$ cat config.mk
export PLATFORM = sky130hd
export DESIGN_NAME = mem_arbiter
export DESIGN_NICKNAME = d
export VERILOG_FILES = /design/src/rtl/mem_arb_pkg.sv /design/src/rtl/arb_wait_counter.sv /design/src/rtl/mem_arbiter.sv
export SDC_FILE = /design/constraint.sdc
export NUM_CORES = 1
export LEC_CHECK = 0
export BUFFER_PORTS_ARGS = -buffer_cell sky130_fd_sc_hd__buf_4
export CAP_MARGIN = 20
export CORE_AREA = 2 2 104 106
export CTS_CLUSTER_DIAMETER = 200
export DETAILED_ROUTE_END_ITERATION = 8
export DIE_AREA = 0 0 106 108
export MAX_ROUTING_LAYER = met4
export PLACE_DENSITY = 0.77
export SETUP_SLACK_MARGIN = 0.1
export SLEW_MARGIN = 0
export SYNTH_ARGS = -nofsm -noshare
export SYNTH_HDL_FRONTEND = slang
export SYNTH_SLANG_ARGS = --single-unit
export TNS_END_PERCENT = 100
$ cat constraint.sdc
create_clock -name clk -period 3.4 [get_ports clk]
set_clock_uncertainty 0.2 [all_clocks]
set_input_delay 1.02 -clock clk [delete_from_list [all_inputs] [get_ports clk]]
set_output_delay 1.02 -clock clk [all_outputs]
set_load 0.03 [all_outputs]
$ cat src/rtl/mem_arb_pkg.sv
// ---------------------------------------------------------------------------
// mem_arb_pkg
// Shared definitions for the instruction/data memory arbiter.
//   arb_state_t     : 2-bit encoding of the arbiter FSM states
//   TIMEOUT_DEFAULT : default number of wait cycles before a request aborts
//   WAIT_W          : width of the wait counter
// ---------------------------------------------------------------------------
package mem_arb_pkg;

    typedef enum logic [1:0] {
        ST_IDLE    = 2'd0,
        ST_SERVE_I = 2'd1,
        ST_SERVE_D = 2'd2
    } arb_state_t;

    localparam int TIMEOUT_DEFAULT = 255;
    localparam int WAIT_W          = 8;

endpackage

$ cat src/rtl/arb_wait_counter.sv
// ---------------------------------------------------------------------------
// arb_wait_counter
// Counts the cycles the shared memory port has been waiting for mem_ack and
// flags when the abort threshold is reached.
//   clk        : clock
//   rst        : asynchronous active-low reset
//   i_clear    : a new grant is being issued, restart the count
//   i_inc      : mem_req is high and mem_ack is low this cycle
//   o_terminal : count has reached TIMEOUT
// ---------------------------------------------------------------------------
module arb_wait_counter
    import mem_arb_pkg::*;
#(
    parameter int TIMEOUT = TIMEOUT_DEFAULT
)
(
    input  logic clk,
    input  logic rst,
    input  logic i_clear,
    input  logic i_inc,
    output logic o_terminal
);

    localparam logic [WAIT_W-1:0] TERM_COUNT = TIMEOUT[WAIT_W-1:0];

    logic [WAIT_W-1:0] r_count;

    // Clear has priority so a back-to-back grant always starts from zero.
    // The count saturates at the terminal value so it can never wrap around
    // and silently miss the abort.
    always_ff @(posedge clk or negedge rst) begin
        if (!rst) begin
            r_count <= '0;
        end else if (i_clear) begin
            r_count <= '0;
        end else if (i_inc && (r_count != TERM_COUNT)) begin
            r_count <= r_count + 1'b1;
        end
    end

    assign o_terminal = (r_count == TERM_COUNT);

endmodule

$ cat src/rtl/mem_arbiter.sv
// ---------------------------------------------------------------------------
// mem_arbiter
// Arbitrates one shared memory port between the fetch stage and the memory
// stage. The data side wins ties; a completion hands the port straight to
// the other side when it is waiting.
//   clk, rst                         : clock, asynchronous active-low reset
//   if_req/if_addr/if_flush          : fetch request, address, flush
//   if_valid/if_rdata                : fetch completion pulse and data
//   dm_req/dm_we/dm_addr/dm_wdata    : memory-stage request
//   dm_valid/dm_rdata                : memory-stage completion pulse and data
//   mem_req/mem_we/mem_addr/mem_wdata: registered shared-port request
//   mem_ack/mem_rdata                : shared-port completion and read data
//   stall_f/stall_m                  : pipeline stall requests
//   err                              : pulse when a request is aborted
// ---------------------------------------------------------------------------
module mem_arbiter
    import mem_arb_pkg::*;
#(
    parameter int TIMEOUT = TIMEOUT_DEFAULT
)
(
    input  logic        clk,
    input  logic        rst,
    input  logic        if_req,
    input  logic [31:0] if_addr,
    input  logic        if_flush,
    output logic        if_valid,
    output logic [31:0] if_rdata,
    input  logic        dm_req,
    input  logic        dm_we,
    input  logic [31:0] dm_addr,
    input  logic [31:0] dm_wdata,
    output logic        dm_valid,
    output logic [31:0] dm_rdata,
    output logic        mem_req,
    output logic        mem_we,
    output logic [31:0] mem_addr,
    output logic [31:0] mem_wdata,
    input  logic        mem_ack,
    input  logic [31:0] mem_rdata,
    output logic        stall_f,
    output logic        stall_m,
    output logic        err
);

    arb_state_t  r_state;
    arb_state_t  w_next_state;
    logic        r_mem_req;
    logic        r_mem_we;
    logic [31:0] r_mem_addr;
    logic [31:0] r_mem_wdata;
    logic        r_cancel;
    logic        r_ready;
    logic        w_terminal;
    logic        w_done;
    logic        w_timeout;
    logic        w_finish;
    logic        w_cancelled;
    logic        w_if_pending;
    logic        w_grant_i;
    logic        w_grant_d;

    assign w_if_pending = if_req & ~if_flush;
    assign w_done       = r_mem_req & mem_ack;
    assign w_timeout    = r_mem_req & ~mem_ack & w_terminal;
    assign w_finish     = w_done | w_timeout;
    // A flush arriving in the completion cycle itself also cancels the fetch.
    assign w_cancelled  = r_cancel | if_flush;

    arb_wait_counter #(
        .TIMEOUT    (TIMEOUT)
    ) u_wait_counter (
        .clk        (clk),
        .rst        (rst),
        .i_clear    (w_grant_i | w_grant_d),
        .i_inc      (r_mem_req & ~mem_ack),
        .o_terminal (w_terminal)
    );

    always_ff @(posedge clk or negedge rst) begin
        if (!rst) begin
            r_state <= ST_IDLE;
        end else begin
            r_state <= w_next_state;
        end
    end

    // r_ready holds off grants for the first edge after reset release.
    // A cancelled fetch always falls back to IDLE rather than chaining into a
    // data grant, so the data request is re-arbitrated from a clean state.
    always_comb begin
        w_next_state = r_state;
        w_grant_i    = 1'b0;
        w_grant_d    = 1'b0;
        case (r_state)
            ST_IDLE: begin
                if (r_ready) begin
                    if (dm_req) begin
                        w_next_state = ST_SERVE_D;
                        w_grant_d    = 1'b1;
                    end else if (w_if_pending) begin
                        w_next_state = ST_SERVE_I;
                        w_grant_i    = 1'b1;
                    end
                end
            end
            ST_SERVE_I: begin
                if (w_timeout) begin
                    w_next_state = ST_IDLE;
                end else if (w_done) begin
                    if (!w_cancelled && dm_req) begin
                        w_next_state = ST_SERVE_D;
                        w_grant_d    = 1'b1;
                    end else begin
                        w_next_state = ST_IDLE;
                    end
                end
            end
            ST_SERVE_D: begin
                if (w_timeout) begin
                    w_next_state = ST_IDLE;
                end else if (w_done) begin
                    if (w_if_pending) begin
                        w_next_state = ST_SERVE_I;
                        w_grant_i    = 1'b1;
                    end else begin
                        w_next_state = ST_IDLE;
                    end
                end
            end
            default: begin
                w_next_state = ST_IDLE;
            end
        endcase
    end

    // Port registers only change on a grant, so they hold steady while the
    // memory is still working on the current transaction.
    always_ff @(posedge clk or negedge rst) begin
        if (!rst) begin
            r_ready     <= 1'b0;
            r_mem_req   <= 1'b0;
            r_mem_we    <= 1'b0;
            r_mem_addr  <= '0;
            r_mem_wdata <= '0;
            r_cancel    <= 1'b0;
        end else begin
            r_ready   <= 1'b1;
            r_mem_req <= (w_next_state != ST_IDLE);
            if (w_grant_d) begin
                r_mem_we    <= dm_we;
                r_mem_addr  <= dm_addr;
                r_mem_wdata <= dm_wdata;
            end else if (w_grant_i) begin
                r_mem_we    <= 1'b0;
                r_mem_addr  <= if_addr;
                r_mem_wdata <= '0;
            end
            if (w_grant_i || w_grant_d) begin
                r_cancel <= 1'b0;
            end else if ((r_state == ST_SERVE_I) && (w_next_state == ST_SERVE_I)) begin
                r_cancel <= r_cancel | if_flush;
            end else begin
                r_cancel <= 1'b0;
            end
        end
    end

    // Completion and abort pulses are combinational from mem_ack and the
    // wait counter; an abort returns zero data.
    assign if_valid  = (r_state == ST_SERVE_I) & w_finish & ~w_cancelled;
    assign if_rdata  = (if_valid & w_done) ? mem_rdata : 32'h0;
    assign dm_valid  = (r_state == ST_SERVE_D) & w_finish;
    assign dm_rdata  = (dm_valid & w_done & ~r_mem_we) ? mem_rdata : 32'h0;
    assign err       = w_timeout;

    assign stall_f   = if_req & ~if_flush & ~if_valid;
    assign stall_m   = dm_req & ~dm_valid;

    assign mem_req   = r_mem_req;
    assign mem_we    = r_mem_we;
    assign mem_addr  = r_mem_addr;
    assign mem_wdata = r_mem_wdata;

endmodule
==> impl_metrics.py <==
metrics = {
    "global_route": {
        "grt_antenna_before_repair": 0,
        "grt_first_pass_wirelength_um": 19400,
        "first_global_vias": 3815,
        "grt.overflow.total": 0,
        "global_route.usage.total": 0.227,
        "grt_start_max_net_pins": 79,
    },
    "pwr": {
        "power.share.combinational": 0.501,
        "cellInternalPower_mw": 2.90,
        "p_leak_nw": 3.38,
        "clockPowerShare": 0.184,
        "ir_drop_mv": 0.358,
        "seq_power_share": 0.315,
        "switching_power_mw": 2.09,
        "power.density_nw_per_um2": 796,
        "fin_total_pwr_mw": 4.99,
        "p_sw_frac": 0.419,
    },
    "timing": {
        "rsz0062_at_grt": "yes",
        "timing.final.max_slew_violations": 0,
        "maxClockFrequency_mhz": 309,
        "hold_violations": 0,
        "final_setup_tns_ps": 0,
        "min_period_ps": 3240,
        "slew_headroom": 0.286,
        "transition_time_of_the_tightest_slew_check_pin_ps": 1070,
        "finalSetupViolCount": 0,
        "layout_worst_path_cycle_share": 0.952,
        "fin_hold_ws_ps": 266,
    },
    "synth": {
        "synth.net_count": 502,
        "synth-seq-area-share": 0.511,
        "postSynthRegisterBits": 78,
        "synthTopCellsByArea": "sky130_fd_sc_hd__dfrtp_1, sky130_fd_sc_hd__and2_1, sky130_fd_sc_hd__mux2i_1, sky130_fd_sc_hd__a22o_1, sky130_fd_sc_hd__nand2_1",
        "netlist-cell-type-count": 39,
        "netlist_area_um2": 3820,
        "synth_cells": 366,
        "yosys.area.top_type_share": 0.511,
        "post-synth-top-area-cell": "sky130_fd_sc_hd__dfrtp_1",
        "synthesis.yosys.warnings": 0,
        "syn-mean-instance-area_um2": 10.4,
    },
    "critical_path": {
        "r2r-end": "u_wait_counter.r_count[3]$_DFFE_PN0P_",
        "cp.arrival_ps": 2020,
        "critical_path.reg2reg.startpoint": "r_state[1]$_DFF_PN0_",
        "endpoint": "stall_f",
        "cp_data_required_time_ps": 2180,
        "path_max_fanout": 7,
        "worst-setup-path-type": "input port to output port",
        "setup.reg_to_reg.worst_slack_ps": 920,
        "setup.worst_path.end_class": "output port",
        "worst_setup_path_startpoint": "mem_ack",
        "startpoint_type": "input port",
        "worst-r2r-cell-count": 4,
    },
    "clock_network": {
        "ctsHoldBuffers": 0,
        "clk_path_buf_depth": 2,
        "tritoncts": "done",
        "cts.sink_count": 78,
        "root_buffer": "sky130_fd_sc_hd__clkbuf_8",
        "clk_pin_slew_ps": 70,
        "htree_num_levels": 3,
        "worst_skew_pair.late_latency_ps": 360,
        "cts_setup_buffers": 0,
        "cts_made_buffers": 9,
    },
    "die": {
        "placement_rows": 37,
        "floorplan.initialDensity": 0.373,
        "core_region_area_um2": 10200,
        "io_pins": 270,
        "vert_die_dim_um": 108,
        "dieArea_um2": 11400,
        "die-width_um": 106,
    },
    "place": {
        "dpl-instance-area_um2": 5970,
        "portBuffers": 269,
        "detailed_place_hpwl_um": 9760,
        "place_congestion": 0.841,
    },
    "layout": {
        "layout-area-overhead-vs-synth_pct": 64.2,
        "postLayoutCellArea_um2": 6280,
        "layout-drive-gt1-share": 0.479,
        "net_count_of_the_finished_layout": 764,
        "layout.filler_cells": 878,
        "n_antenna_cell": 0,
        "final_core_util": 0.613,
    },
    "detailed_routing": {
        "detail-route-antenna-nets": 0,
        "detailroute.via_count": 3761,
        "residual_drc_count": 0,
        "tritonroute_pass_1_iters": 4,
        "finalWirelength_um": 12800,
        "detail_route.wl_per_cell_um": 16.6,
        "drt-vias-per-instance": 4.89,
        "detail_route.iter0.violations": 255,
    },
    "outcome": {
        "outcome": "completed",
    },
    "job": {
        "cap_violations": 0,
    },
    "worst_hold_path": {
        "hp-class": "input port to async pin",
    },
}
cell usage after synthesis (all sizes together):
master,instances
nor2,13
nor3b,2
o21ai,35
dfrtp,78
o21a,1
xnor2,1
or3b,1
and4,2
nor3,4
a22oi,2
nand2b,3
o32ai,1
and2,64
nand3b,1
nand2,38
mux2i,34
a21oi,5
nor4,1
conb,1
nand4,3
a22o,33
clkbuf,8
a21boi,1
buf,17
nor2b,1
a211oi,4
nand4b,2
ha,1
o2111a,1
xor2,1
a21bo,1
o211a,1
nand3,2
inv,3
logic make-up (layout without fill, tap and decap cells):
| logic type | count (synthesis) | after routing | synth area share |
|---|---|---|---|
| fa+ha+maj | 1 | 1 | 0.00327 |
| flops | 78 | 78 | 0.511 |
| mux | 34 | 34 | 0.0891 |
| compound gates | 85 | 85 | 0.160 |
| xor+xnor | 2 | 2 | 0.00458 |
| other cells | 1 | 1 | 0.000981 |
| simple gates | 137 | 137 | 0.195 |
| buf+inv | 28 | 295 | 0.0367 |
cells in the final DEF, fill, tap and decap left out, types with 2 or more instances in the layout:
master,n
sky130_fd_sc_hd__o21ai_1,17
sky130_fd_sc_hd__nor3_2,3
sky130_fd_sc_hd__buf_4,273
sky130_fd_sc_hd__nand2b_1,3
sky130_fd_sc_hd__a211oi_1,4
sky130_fd_sc_hd__clkbuf_8,10
sky130_fd_sc_hd__nand4b_1,2
sky130_fd_sc_hd__a22o_1,33
sky130_fd_sc_hd__a21oi_1,4
sky130_fd_sc_hd__nand3_1,2
sky130_fd_sc_hd__and4_1,2
sky130_fd_sc_hd__nand2_1,38
sky130_fd_sc_hd__bufinv_16,4
sky130_fd_sc_hd__a22oi_1,2
sky130_fd_sc_hd__buf_12,2
sky130_fd_sc_hd__nand4_1,3
sky130_fd_sc_hd__nor2_1,13
sky130_fd_sc_hd__o21ai_0,18
sky130_fd_sc_hd__nor3b_2,2
sky130_fd_sc_hd__inv_1,3
sky130_fd_sc_hd__mux2i_1,34
sky130_fd_sc_hd__dfrtp_1,77
sky130_fd_sc_hd__and2_1,64
layout make-up:
class                           instances  area [um2]  area share
Clock inverter                          6         133      0.0211
Sequential cell                        78        1950       0.311
Inverter                                3        11.3     0.00179
Timing Repair Buffer                  276        2120       0.337
Multi-Input combinational cell        260        1750       0.280
Tap cell                              136         170      0.0271
Clock buffer                           10         138      0.0219
routing by layer:
layer  vias up  track usage  share of wire
li1       1797            -              -
met1      1745        0.240           0.37
met2       196        0.406           0.53
met3        23       0.0627          0.076
met4         0       0.0855          0.024
met5         -            -              0
flip-flops by register name, indices dropped and copies added (netlist names):
| register | count |
|---|---|
| mem_addr | 32 |
| mem_req | 1 |
| mem_wdata | 32 |
| mem_we | 1 |
| r_cancel | 1 |
| r_ready | 1 |
| r_state | 2 |
| u_wait_counter.r_count | 8 |
timing repair:
item / CTS / global route
pin swaps: 0 / 1
endpoints found under the setup margin: 15 / 37
gates resized for setup: 1 / 3
per-stage QoR:
step / instances / setup WS [ps]
after floorplan: 366 / 161
after detailed placement: 752 / 170
final: 769 / 164
after CTS: 768 / 123
after global routing: 769 / 78.0
after global placement: 752 / 196
worst min path at each step:
stage,to
after global routing,mem_addr[21]$_DFFE_PN0N_
after floorplan,u_wait_counter.r_count[3]$_DFFE_PN0P_
after detailed placement,mem_wdata[0]$_DFFE_PN0N_
after global placement,mem_wdata[12]$_DFFE_PN0N_
after CTS,mem_wdata[10]$_DFFE_PN0N_
final,mem_addr[27]$_DFFE_PN0N_
power groups by stage:
stage / Combinational [mW] / Clock, mW / Sequential [mW]
final: 2.50 / 0.918 / 1.57
after floorplan: 0.814 / 0 / 2.25
after CTS: 2.52 / 0.946 / 1.57
after global routing: 2.66 / 0.991 / 1.62
after detailed placement: 2.51 / 0 / 1.58
after global placement: 2.47 / 0 / 1.56
critical path, stage by stage:
cell	delay, ps
sky130_fd_sc_hd__buf_4	130
sky130_fd_sc_hd__nand2_1	140
sky130_fd_sc_hd__o21a_1	300
sky130_fd_sc_hd__nor2_1	90
sky130_fd_sc_hd__nor3b_2	160
sky130_fd_sc_hd__buf_4	180
Note: power is estimated with default switching activity, not from simulation.
